===== config.mk =====
export PLATFORM = sky130hd
export DESIGN_NAME = voting_machine_param_flat
export DESIGN_NICKNAME = d
export VERILOG_FILES = /design/src/rtl/voting_machine_param_if.sv /design/src/rtl/voting_machine_param.sv /design/src/flat_wrapper.sv
export SDC_FILE = /design/constraint.sdc
export NUM_CORES = 1
export LEC_CHECK = 0
export BUFFER_PORTS_ARGS = -buffer_cell sky130_fd_sc_hd__buf_2
export CORE_UTILIZATION = 57
export DETAILED_ROUTE_END_ITERATION = 16
export PLACE_DENSITY_LB_ADDON = 0.3
export SYNTH_ARGS = -nofsm -noshare
export SYNTH_HDL_FRONTEND = slang
export SYNTH_SLANG_ARGS = --single-unit

===== constraint.sdc =====
create_clock -name clk -period 5.31 [get_ports clk]
set_input_delay 0.2655 -clock clk [delete_from_list [all_inputs] [get_ports clk]]
set_output_delay 0.2655 -clock clk [all_outputs]
set_load 0.01 [all_outputs]

===== src/rtl/voting_machine_param_if.sv =====
// Board-side signal bundle for voting_machine_param: mode/buttons/select in,
// vote acknowledge, displayed tally and winner/status flags out.
interface voting_machine_param_if #(
  parameter int unsigned NUM_CAND = 4,
  parameter int unsigned CNT_W    = 8,
  parameter int unsigned IDX_W    = 2
);
  logic                mode;
  logic [NUM_CAND-1:0] cand_btn;
  logic [IDX_W-1:0]    sel;
  logic                vote_ack;
  logic [CNT_W-1:0]    result;
  logic [IDX_W-1:0]    winner_idx;
  logic                winner_tie;
  logic                sat;
  logic                lockout;

  modport master (
    output mode, cand_btn, sel,
    input  vote_ack, result, winner_idx, winner_tie, sat, lockout
  );

  modport slave (
    input  mode, cand_btn, sel,
    output vote_ack, result, winner_idx, winner_tie, sat, lockout
  );
endinterface


===== src/rtl/voting_machine_param.sv =====
// Parametrised voting machine: per-button sync + debounce, one vote per press,
// saturating tallies, registered display and winner/tie indication.
module voting_machine_param #(
  parameter int unsigned NUM_CAND     = 4,
  parameter int unsigned CNT_W        = 8,
  parameter int unsigned IDX_W        = 2,
  parameter int unsigned DEBOUNCE_CYC = 10
) (
  input logic                   clk,
  input logic                   rst,
  voting_machine_param_if.slave vm
);
  localparam int unsigned     DB_W    = $clog2(DEBOUNCE_CYC);
  localparam logic [DB_W-1:0] DB_LAST = DB_W'(DEBOUNCE_CYC - 1);
  localparam logic [CNT_W-1:0] CNT_MAX = '1;

  typedef enum logic {StIdle, StLock} state_e;

  logic [NUM_CAND-1:0] r_sync1, r_sync2, r_db, r_db_prev, r_press, r_armed;
  logic [DB_W-1:0]     r_db_cnt [NUM_CAND];
  logic [1:0]          r_settle;
  logic [CNT_W-1:0]    r_tally  [NUM_CAND];
  state_e              r_state;
  logic                r_vote_ack, r_sat, r_lockout, r_winner_tie;
  logic [CNT_W-1:0]    r_result;
  logic [IDX_W-1:0]    r_winner_idx;

  logic [IDX_W-1:0]    w_press_idx, w_max_idx;
  logic [CNT_W-1:0]    w_max;
  logic                w_single, w_tie, w_seen, w_sel_ok;

  // A button held across reset stays unarmed until it is seen released after the
  // sync pipeline has refilled, so it cannot produce a vote on its own.
  always_ff @(posedge clk) begin
    if (rst) begin
      r_sync1   <= '0;
      r_sync2   <= '0;
      r_db      <= '0;
      r_db_prev <= '0;
      r_press   <= '0;
      r_armed   <= '0;
      r_settle  <= '0;
      r_db_cnt  <= '{default: '0};
    end else begin
      r_sync1   <= vm.cand_btn;
      r_sync2   <= r_sync1;
      r_db_prev <= r_db;
      r_press   <= r_db & ~r_db_prev & r_armed;
      if (r_settle != 2'd2) r_settle <= r_settle + 2'd1;
      for (int unsigned i = 0; i < NUM_CAND; i++) begin
        if (r_sync2[i] == r_db[i]) begin
          r_db_cnt[i] <= '0;
        end else if (r_db_cnt[i] == DB_LAST) begin
          r_db[i]     <= r_sync2[i];
          r_db_cnt[i] <= '0;
        end else begin
          r_db_cnt[i] <= r_db_cnt[i] + DB_W'(1);
        end
        if (r_settle == 2'd2 && !r_sync2[i] && !r_db[i]) r_armed[i] <= 1'b1;
      end
    end
  end

  always_comb begin
    w_press_idx = '0;
    for (int unsigned i = 0; i < NUM_CAND; i++) begin
      if (r_press[i]) w_press_idx = IDX_W'(i);
    end
    w_single = (r_press != '0) && ((r_press & (r_press - NUM_CAND'(1))) == '0)
               && ((r_db & ~r_press) == '0);
  end

  always_ff @(posedge clk) begin
    if (rst) begin
      r_state    <= StIdle;
      r_tally    <= '{default: '0};
      r_vote_ack <= 1'b0;
      r_sat      <= 1'b0;
      r_lockout  <= 1'b0;
    end else begin
      r_vote_ack <= 1'b0;
      case (r_state)
        StIdle: begin
          if (!vm.mode && (r_press != '0)) begin
            r_state   <= StLock;
            r_lockout <= 1'b1;
            if (w_single) begin
              r_vote_ack <= 1'b1;
              if (r_tally[w_press_idx] == CNT_MAX) r_sat <= 1'b1;
              else r_tally[w_press_idx] <= r_tally[w_press_idx] + CNT_W'(1);
            end
          end
        end
        StLock: begin
          if (r_db == '0) begin
            r_state   <= StIdle;
            r_lockout <= 1'b0;
          end
        end
        default: begin
          r_state   <= StIdle;
          r_lockout <= 1'b0;
        end
      endcase
    end
  end

  // Strict '>' keeps the lowest index on equal tallies.
  always_comb begin
    w_max     = '0;
    w_max_idx = '0;
    w_tie     = 1'b0;
    w_seen    = 1'b0;
    for (int unsigned i = 0; i < NUM_CAND; i++) begin
      if (r_tally[i] > w_max) begin
        w_max     = r_tally[i];
        w_max_idx = IDX_W'(i);
      end
    end
    for (int unsigned i = 0; i < NUM_CAND; i++) begin
      if (r_tally[i] == w_max) begin
        if (w_seen) w_tie = 1'b1;
        w_seen = 1'b1;
      end
    end
    if (w_max == '0) w_tie = 1'b0;
    w_sel_ok = (32'(vm.sel) < NUM_CAND);
  end

  always_ff @(posedge clk) begin
    if (rst) begin
      r_result     <= '0;
      r_winner_idx <= '0;
      r_winner_tie <= 1'b0;
    end else begin
      r_result     <= (vm.mode && w_sel_ok) ? r_tally[vm.sel] : '0;
      r_winner_idx <= w_max_idx;
      r_winner_tie <= w_tie;
    end
  end

  assign vm.vote_ack   = r_vote_ack;
  assign vm.result     = r_result;
  assign vm.winner_idx = r_winner_idx;
  assign vm.winner_tie = r_winner_tie;
  assign vm.sat        = r_sat;
  assign vm.lockout    = r_lockout;
endmodule

===== src/flat_wrapper.sv =====
// flat-port wrapper written by rule: the top's interface ports become plain ports
module voting_machine_param_flat 
#(
  parameter int unsigned NUM_CAND     = 4,
  parameter int unsigned CNT_W        = 8,
  parameter int unsigned IDX_W        = 2,
  parameter int unsigned DEBOUNCE_CYC = 10
)
  (clk, rst, vm_mode, vm_cand_btn, vm_sel, vm_vote_ack, vm_result, vm_winner_idx, vm_winner_tie, vm_sat, vm_lockout);
  voting_machine_param_if #(.NUM_CAND(NUM_CAND), .CNT_W(CNT_W), .IDX_W(IDX_W)) vm_i ();
  input logic clk;
  input logic rst;
  input wire logic [$bits(vm_i.mode)-1:0] vm_mode;
  input wire logic [$bits(vm_i.cand_btn)-1:0] vm_cand_btn;
  input wire logic [$bits(vm_i.sel)-1:0] vm_sel;
  output wire logic [$bits(vm_i.vote_ack)-1:0] vm_vote_ack;
  output wire logic [$bits(vm_i.result)-1:0] vm_result;
  output wire logic [$bits(vm_i.winner_idx)-1:0] vm_winner_idx;
  output wire logic [$bits(vm_i.winner_tie)-1:0] vm_winner_tie;
  output wire logic [$bits(vm_i.sat)-1:0] vm_sat;
  output wire logic [$bits(vm_i.lockout)-1:0] vm_lockout;
  assign vm_i.mode = vm_mode;
  assign vm_i.cand_btn = vm_cand_btn;
  assign vm_i.sel = vm_sel;
  assign vm_vote_ack = vm_i.vote_ack;
  assign vm_result = vm_i.result;
  assign vm_winner_idx = vm_i.winner_idx;
  assign vm_winner_tie = vm_i.winner_tie;
  assign vm_sat = vm_i.sat;
  assign vm_lockout = vm_i.lockout;
  voting_machine_param #(.NUM_CAND(NUM_CAND), .CNT_W(CNT_W), .IDX_W(IDX_W), .DEBOUNCE_CYC(DEBOUNCE_CYC)) u_core (.clk(clk), .rst(rst), .vm(vm_i));
endmodule

# After elaboration in Yosys (flattened, before gate mapping)
# Cells that the tools add are included.
[totals]
reg_bits = 89
romBits = 0
inputBits = 9
memories = 0
out_inout_bits = 14
word_cells = 150
ramBits = 0
latch_bits = 0
[classes]
eq_ne = 17
n_reduce_logical = 40
n_addsub = 7
n_bitwise = 16
shifts = 0
n_lt_le_gt_ge = 7
mul = 0
muxes = 35
n_div = 0
[ops]
columns = ["op", "count"]
rows = [
  ["two-way mux 8 bit", 9],
  ["binary-select mux 8 bit (select 2 bit)", 2],
  ["bitwise mux 32 bit", 1],
  ["equality test 8 bit", 4],
  ["> comparator 8 bit", 3],
  ["adder 4 x 1 -> 4 bit, second input constant", 4],
  ["AND 4 bit", 4],
  ["demux 8 bit (select 2 bit)", 1],
  ["equality test 4 bit, second input constant", 4],
  ["two-way mux 1 bit", 16],
  ["OR reduction 3 bit", 5],
  ["logical AND 1 bit", 12],
  ["zero test 4 bit", 3],
  ["AND reduction 2 bit", 5],
  ["zero test 1 bit", 9],
  ["adder 8 x 1 -> 8 bit, second input constant", 1],
  ["equality test 8 bit, second input constant", 1],
  ["> comparator 8 x 1 -> 1 bit, second input constant", 1],
  ["zero test 8 bit", 1],
  ["two-way mux 2 bit", 4],
  ["NOT 1 bit", 8],
  ["NOT 4 bit", 2],
  ["AND reduction 4 bit", 2],
  [">= comparator 3 bit, second input constant", 2],
  ["11 further kinds", 18],
]

# Depth between registers and ports, before layout
# Gate-level depths: netlist (run 1).
[depth]
depth_word = 16
depth_mapped = 31

# Worst setup path before layout (run 1)
# OpenSTA, ideal clock, no wires.
[synth_path]
kind = "flip-flop to flip-flop"
start = "register u_core.r_tally[29] (netlist name)"
end = "register u_core.r_winner_tie (netlist: u_core.vm.winner_tie)"
path_slack_ps = -150
period_less_slack_ps = 5460
setup_time_ps = 73
stages_incl_launch_ff = 30
t_arrival_ps = 5387
cell_sequence = "dfxtp_1 > clkbuf_1 > inv_1 > ha_1 > and4_4 > and2_1 > a21boi_4 > o21ai_0 > and2_1 > ha_1 > nand4_1 > nand2b_1 > a21o_1 > and2_1 > buf_4 > buf_2 > a31oi_1 > inv_1 > ha_1 > a21o_1 > a21o_1 > a21oi_1 > o22a_1 > buf_2 > o41ai_1 > o22ai_1 > a2111oi_2 > a311oi_1 > o32a_1 > nor3_2"
[synth_between]
elab_chain_cells = 16
word_cells_on_any_way = 23
classes_between = "4 x order compare; 4 x eq/ne; 13 x mux; 2 x reduce/logical"
[synth_rtl]
columns = ["element", "line_no", "rtl"]
rows = [
  ["start, declared", "voting_machine_param.sv:22", "logic [CNT_W-1:0] r_tally [NUM_CAND];"],
  ["start signal, assigned by index", "voting_machine_param.sv:90", "else r_tally[w_press_idx] <= r_tally[w_press_idx] + CNT_W'(1);"],
  ["> comparator 8 x 1 -> 1 bit", "voting_machine_param.sv:115", "if (r_tally[i] > w_max) begin"],
  ["two-way mux 8 bit", "voting_machine_param.sv:115", ""],
  ["> comparator 8 bit", "voting_machine_param.sv:115", ""],
  ["two-way mux 8 bit", "voting_machine_param.sv:115", ""],
  ["> comparator 8 bit", "voting_machine_param.sv:115", ""],
  ["two-way mux 8 bit", "voting_machine_param.sv:115", ""],
  ["> comparator 8 bit", "voting_machine_param.sv:115", ""],
  ["two-way mux 8 bit", "voting_machine_param.sv:115", ""],
  ["equality test 8 bit", "voting_machine_param.sv:121", "if (r_tally[i] == w_max) begin"],
  ["two-way mux 1 bit", "voting_machine_param.sv:121", ""],
  ["two-way mux 1 bit", "voting_machine_param.sv:122", "if (w_seen) w_tie = 1'b1;"],
  ["two-way mux 1 bit", "voting_machine_param.sv:121", ""],
  ["two-way mux 1 bit", "voting_machine_param.sv:122", ""],
  ["two-way mux 1 bit", "voting_machine_param.sv:121", ""],
  ["two-way mux 1 bit", "voting_machine_param.sv:122", ""],
  ["two-way mux 1 bit", "voting_machine_param.sv:121", ""],
  ["end signal, assigned", "voting_machine_param.sv:138", "r_winner_tie <= w_tie;"],
  ["end, declared", "voting_machine_param.sv:24", "logic r_vote_ack, r_sat, r_lockout, r_winner_tie;"],
]
# Several ways; a longest one is shown, not always the timed one.
# A chain may end at the register's enable or synchronous reset.

# Final worst setup path (run 1)
[layout_path]
start = "register u_core.r_tally[31] (netlist name)"
end = "register u_core.r_winner_tie (netlist: u_core.vm.winner_tie)"
# Same word-level chain as after synthesis.

==> results_dict.tcl, run 1 <==
set metrics [dict create \
    fill_cells 792 \
    pre_antenna_drt_iters 5 \
    final_max_slew_viol_count 0 \
    design.die.area_sq_um 10600 \
    finish.utilization_pct 71.5 \
    run_status "completed" \
    synth_seq_area_share_pct 30.8 \
    die_y_um 103 \
    preCtsSetupSlack_ns -0.220 \
    synth.cell_area_sq_um 5790 \
    insertedDiodeCount 0 \
    portBuffers 22 \
    total_leakage_power_nw 2.75 \
    routed_via_density 6.15 \
    overall_global_routing_resource_usage_pct 34.0 \
    routed_len_inst_um 20.1 \
    synth_top_cells_by_count "sky130_fd_sc_hd__dfxtp_1, sky130_fd_sc_hd__nor2_1, sky130_fd_sc_hd__a21oi_1" \
    dr.first_iter.drc_count 334 \
    cts_tree "yes" \
    finalSetupTns_ns 0 \
    htree_levels 3 \
    ys_seq_elements 89 \
    grt_max_degree 34 \
    grt-ovfl-total 0 \
    grt_first_pass_wirelength_mm 26.4 \
    criticalPathCategory "flop to flop" \
    most_repeated_cell_in_the_gate_level_netlist_after_synthesis "sky130_fd_sc_hd__dfxtp_1" \
    routed_wirelength_mm 17.6 \
    max_freq_ghz 0.191 \
    clock_buffers_created_by_tritoncts 9 \
    min_period_ns 5.23 \
    placementRows 36 \
    floorplan.initialDensity_pct 59.0 \
    postSynth.asyncResetShare_pct 0 \
    worst_setup_path_end_kind "flop" \
    ctsRootBufferMaster "sky130_fd_sc_hd__clkbuf_8" \
    placed_cell_area_sq_um 6310 \
    detail-route-antenna-nets 0 \
    ir_drop_v 0.000248 \
    worst_slew_margin_rel_pct 43.7 \
    worstSkewPairLatency_ns 0.37 \
    hold_path.class "primary input to flop" \
    synth.distinct_cells 72 \
    cts.clk_slew.worst_paths_ns 0.10 \
    area_growth_pct 21.3 \
    pin_count 23 \
    synthesis.area_per_instance_sq_um 8.40 \
    clkSinkCount 89 \
    gpl.final_weighted_congestion 0.985 \
    layout_worst_path_cycle_share_pct 98.6 \
    max-clock-path-buffers 2 \
    core_sq_um 9820 \
    final-setup-viol-count 0 \
    clock-skew-final_ns 0.0143 \
    synthesis.instances 689 \
    timing.critical_path.required_ns 5.62 \
    drcViolationCount 0 \
    grt_antenna_before_repair 0 \
    synth.yosys.warnings 0 \
    final_critical_path_setup_slack_ns 0.0751 \
    synth.top_cell.area_share_pct 30.8 \
    die_w_um 103 \
    drive_above_1_share_pct 26.5 \
    finish.net_count 781 \
    synth_enable_flop_cells 0 \
    whs_ns 0.108 \
    maxCapViolations 0 \
    synth.net_count 732 \
    critical_path_arrival_ns 5.54 \
    vias 5385 \
    number_of_global_route_vias_before_repair 5089 \
    setup.worst_path.start_class "flop" \
    dp_hpwl_mm 12.4 \
    power_density_nw_per_um2 179 \
    tightestPinTransition_ns 0.843 \
    synthDominantAreaCellType "sky130_fd_sc_hd__dfxtp_1" \
    finalHoldViolCount 0 \
    crit_path_max_fanout 16 \
    netlist_top_cells_area "sky130_fd_sc_hd__dfxtp_1, sky130_fd_sc_hd__ha_1, sky130_fd_sc_hd__xnor2_1" \
    synth-main-ff-cell "sky130_fd_sc_hd__dfxtp_1" \
    postCtsHoldBufs 0 \
    final_area_sq_um 7020 \
]
sequential cells by signal, summed over array words and instances (netlist names):
name and flops:
u_core.r_db 4, u_core.r_db_prev 4, u_core.r_db_cnt 16, u_core.r_tally 32, u_core.vm.winner_idx 2, u_core.vm.result 8
u_core.r_sync2 4, u_core.r_settle 2, u_core.vm.winner_tie 1, u_core.r_armed 4, u_core.r_press 4, u_core.r_sync1 4
u_core.vm.vote_ack 1, u_core.vm.sat 1, u_core.r_state 1, u_core.vm.lockout 1
worst max-delay path, stage by stage (launching register included):
cell,delay (ns)
sky130_fd_sc_hd__dfxtp_1,0.34
sky130_fd_sc_hd__inv_1,0.09
sky130_fd_sc_hd__ha_4,0.28
sky130_fd_sc_hd__and4_4,0.23
sky130_fd_sc_hd__and2_4,0.16
sky130_fd_sc_hd__a21boi_4,0.31
sky130_fd_sc_hd__o21ai_2,0.10
sky130_fd_sc_hd__and2_4,0.18
sky130_fd_sc_hd__ha_4,0.26
sky130_fd_sc_hd__nand4_1,0.12
sky130_fd_sc_hd__nand2b_1,0.18
sky130_fd_sc_hd__a21o_1,0.22
sky130_fd_sc_hd__and2_4,0.19
sky130_fd_sc_hd__buf_12,0.16
sky130_fd_sc_hd__a31oi_4,0.22
sky130_fd_sc_hd__inv_2,0.07
sky130_fd_sc_hd__ha_4,0.27
sky130_fd_sc_hd__a21o_1,0.12
sky130_fd_sc_hd__a21o_1,0.16
sky130_fd_sc_hd__a21oi_4,0.08
sky130_fd_sc_hd__o22a_4,0.27
sky130_fd_sc_hd__buf_4,0.17
sky130_fd_sc_hd__o31a_1,0.15
sky130_fd_sc_hd__a2111oi_4,0.39
sky130_fd_sc_hd__a311oi_2,0.08
sky130_fd_sc_hd__o32a_1,0.21
sky130_fd_sc_hd__nor3_2,0.16
what timing repair did:
action                     in CTS  in global routing
setup buffers                   2                  6
pin swaps                       3                 27
gates resized for setup        17                 62
setup endpoints to repair       1                  1
gates cloned                    1                  0
final cells by class:
cell class / count / area (sq um) / area share, %
inverter: 34 / 128 / 1.82
sequential: 89 / 1790 / 25.4
tap: 133 / 166 / 2.37
clock buffer: 11 / 141 / 2.01
timing repair buffer: 85 / 596 / 8.48
multi-input combinational: 519 / 4140 / 59.0
clock inverter: 5 / 63.8 / 0.908
cells by family (layout without fill, tap and decap cells):
logic type | count (synthesis) | in the layout | share of synthesized area (%)
AO/OA/AOI/OAI | 156 | 157 | 18.2
XOR/XNOR | 49 | 49 | 7.41
adder cells (fa/ha/maj) | 34 | 34 | 7.35
buffers and inverters | 82 | 135 | 5.83
flip-flops | 89 | 89 | 30.8
multiplexers | 49 | 49 | 10.4
AND/OR/NAND/NOR | 230 | 230 | 20.1
cells in the final DEF (no fill, tap or decap), drive strengths merged, types with 3 or more instances in the layout:
master	n
nand4	9
nand3	22
or3	4
xnor2	39
nand2b	6
o21a	4
mux4	8
nor4	7
mux2i	34
mux2	7
nor2b	29
dfxtp	89
inv	35
clkbuf	11
a211oi	9
a21o	5
a22oi	3
a31oi	9
o22ai	12
and2	11
xor2	10
ha	34
o221ai	5
or2	3
buf	85
o211ai	5
o21ai	28
nor3	12
a21boi	3
a21oi	49
nor2	81
and3b	4
nand2	37
a211o	3
through the flow:
step,instances,power [mW]
after floorplan,689,0.763
after global placement,851,0.774
after detailed placement,851,0.779
after CTS,870,1.26
after global routing,876,1.30
final,876,1.26
routing by layer:
metal	track usage (%)	vias to the layer above	routed length [um]
met5	0	-	0
met4	21.0	0	974
met3	5.56	62	1280
met2	55.5	255	8230
met1	41.9	2545	7100
li1	-	2523	-
final timing paths:
path,cells past startpoint,end,startpoint,slack (ns)
setup / recovery,26,u_core.vm.winner_tie$_SDFF_PP0_,u_core.r_tally[31]$_SDFFE_PP0P_,0.08
hold / removal,2,u_core.r_sync1[1]$_SDFF_PP0_,vm_cand_btn[1],0.11
setup reg to reg,26,u_core.vm.winner_tie$_SDFF_PP0_,u_core.r_tally[31]$_SDFFE_PP0P_,0.08
hold reg to reg,1,u_core.r_sync2[1]$_SDFF_PP0_,u_core.r_sync1[1]$_SDFF_PP0_,0.45
where the power goes:
part / total [mW] / switching (mW) / internal (mW)
Sequential: 0.698 / 0.0108 / 0.687
Clock: 0.492 / 0.257 / 0.234
Combinational: 0.0658 / 0.0388 / 0.0270
Total: 1.26 / 0.307 / 0.949
No activity file was read; power rests on OpenSTA's default activity.
==> inputs of run 2 (changes only) <==
--- a/config.mk
+++ b/config.mk
@@ -6,7 +6,7 @@
 export NUM_CORES = 1
 export LEC_CHECK = 0
 export BUFFER_PORTS_ARGS = -buffer_cell sky130_fd_sc_hd__buf_2
-export CORE_UTILIZATION = 57
+export CORE_UTILIZATION = 50
 export DETAILED_ROUTE_END_ITERATION = 16
 export PLACE_DENSITY_LB_ADDON = 0.3
 export SYNTH_ARGS = -nofsm -noshare
==> run 2 against run 1 <==
  * Register-to-register slack better by 0.03 ns
  * Sequential power barely moved
  * First-iteration DRC count up 18%
  * Global-route usage fell by 3.3 points
  * Wire length is 2.5% higher
  * Design area is 1.6% higher
  * Critical path type unchanged
  * Total power is 14% higher
  * Clock skew shrank 0.0038 ns
  * Hold slack gained 0.0073 ns
  * Sequential share of layout area fell by 0.38 points
==> results_dict.tcl, run 2 (same netlist as run 1, synthesis figures left out) <==
set metrics [dict create \
    portBuffers 22 \
    min_period_ns 5.20 \
    core_sq_um 11100 \
    dp_hpwl_mm 12.4 \
    postCtsHoldBufs 0 \
    setup.worst_path.start_class "flop" \
    area_growth_pct 23.2 \
    final-setup-viol-count 0 \
    multiInputGateArea_sq_um 4130 \
    drive_above_1_share_pct 27.3 \
    overall_global_routing_resource_usage_pct 30.6 \
    finish.utilization_pct 64.4 \
    criticalPathCategory "flop to flop" \
    insertedDiodeCount 0 \
    worst_slew_margin_rel_pct 42.7 \
    crit_path_max_fanout 17 \
    routed_via_density 6.15 \
    whs_ns 0.115 \
    highest_count_cells_in_the_layout_ignoring_fill_and_taps "sky130_fd_sc_hd__dfxtp_1, sky130_fd_sc_hd__nor2_1, sky130_fd_sc_hd__buf_4" \
    routed_wirelength_mm 18.0 \
    floorplan.initialDensity_pct 52.3 \
    max_flop_register "u_core.r_tally" \
    max_freq_ghz 0.192 \
    design.die.area_sq_um 12000 \
    maxCapViolations 0 \
    detail-route-antenna-nets 0 \
    htree_levels 3 \
    cell_depth_of_the_worst_hold_path 2 \
    grt-ovfl-total 0 \
    grt_antenna_before_repair 0 \
    gpl.final_weighted_congestion 1.04 \
    ctsRootBufferMaster "sky130_fd_sc_hd__clkbuf_16" \
    cell_mode_on_critical_path "sky130_fd_sc_hd__a21o_1" \
    max-clock-path-buffers 2 \
    fill_cells 929 \
    critPathSlowestCell "sky130_fd_sc_hd__dfxtp_2" \
    clkSinkCount 89 \
    total_leakage_power_nw 2.83 \
    largest_register_ffs 32 \
    drcViolationCount 0 \
    mostFrequentLayoutCell "sky130_fd_sc_hd__dfxtp_1" \
    worstSkewPairLatency_ns 0.36 \
    layout_worst_path_cycle_share_pct 98.0 \
    worst-r2r-cell-count 28 \
    pre_antenna_drt_iters 7 \
    number_of_global_route_vias_before_repair 5073 \
    finalHoldViolCount 0 \
    power_density_nw_per_um2 201 \
    cts.clk_slew.worst_paths_ns 0.07 \
    tightestPinTransition_ns 0.859 \
    clock-skew-final_ns 0.0105 \
    critical_path_arrival_ns 5.45 \
    grt_max_degree 66 \
    run_status "completed" \
    worst_setup_path_end_kind "flop" \
    max_stage_delay_ns 0.33 \
    timing.critical_path.required_ns 5.56 \
    ir_drop_v 0.000267 \
    cts_tree "yes" \
    clock_buffers_created_by_tritoncts 9 \
    hold_path.class "primary input to flop" \
    regArea_sq_um 1790 \
    dr.first_iter.drc_count 393 \
    die_y_um 110 \
    pin_count 23 \
    vias 5433 \
    grt_first_pass_wirelength_mm 27.0 \
    routed_len_inst_um 20.4 \
    placementRows 38 \
    final_max_slew_viol_count 0 \
    finish.net_count 781 \
    die_w_um 110 \
]
==> run 2: changes by cell type in the layout (fill, tap and decap cells not counted), sizes merged <==
cell	previous run	this run
clkbuf	11	9
clkinv	2	1
inv	35	38
==> run 2: per-layer routing <==
metal | track usage (%) | vias up | routed length, um
met2 | 48.6 | 274 | 8450
met4 | 19.1 | 0 | 814
met1 | 38.6 | 2560 | 7060
met5 | 0 | - | 0
li1 | - | 2530 | -
met3 | 5.39 | 69 | 1710
==> run 2: path summary, 6_finish.rpt <==
check,start,endpoint,slack (ns)
min,vm_cand_btn[0],u_core.r_sync1[0]$_SDFF_PP0_,0.12
min reg2reg,u_core.r_sync1[3]$_SDFF_PP0_,u_core.r_sync2[3]$_SDFF_PP0_,0.44
max,u_core.r_tally[25]$_SDFFE_PP0P_,u_core.vm.winner_tie$_SDFF_PP0_,0.11
max reg2reg,u_core.r_tally[25]$_SDFFE_PP0P_,u_core.vm.winner_tie$_SDFF_PP0_,0.11
==> run 2: final cells by class <==
| class | instances | share of cell area (%) |
|---|---|---|
| Clock buffer | 9 | 3.16 |
| Clock inverter | 7 | 1.16 |
| Inverter | 34 | 1.79 |
| Multi-Input combinational cell | 519 | 57.9 |
| Sequential cell | 89 | 25.1 |
| Tap cell | 140 | 2.45 |
| Timing Repair Buffer | 85 | 8.45 |
==> run 2: per-stage QoR <==
step	setup slack [ns]	std cells	TNS [ns]	area [sq um]	total power, mW
2_1_floorplan	0.00983	689	0	5820	0.763
3_3_place_gp	-0.0122	859	-0.0122	6330	0.775
3_5_place_dp	-0.154	859	-0.154	6330	0.780
4_1_cts	0.00228	876	0	6670	1.44
5_1_grt	-0.0939	883	-0.0939	7140	1.48
6_report	0.108	883	0	7140	1.44
==> run 2: power by group <==
part	internal (mW)	switching [mW]
sequential	0.688	0.0107
clock	0.374	0.299
combinational	0.0270	0.0379
==> run 2: timing repair <==
action                                  in CTS  in global routing
cloned                                       1                  0
pin swaps                                    0                 26
resized for setup                            6                 81
endpoints found under the setup margin       1                  1
buffers inserted                             0                  7
==> run 2: worst max-delay path: cells and delay by family (launching register included) <==
family	cells	cell delay, ns
AOI/OAI and AO/OA	12	2.25
and+or+nand+nor	8	1.05
adders and majority gates	3	0.85
buffers and inverters	5	0.61
DFF	1	0.33
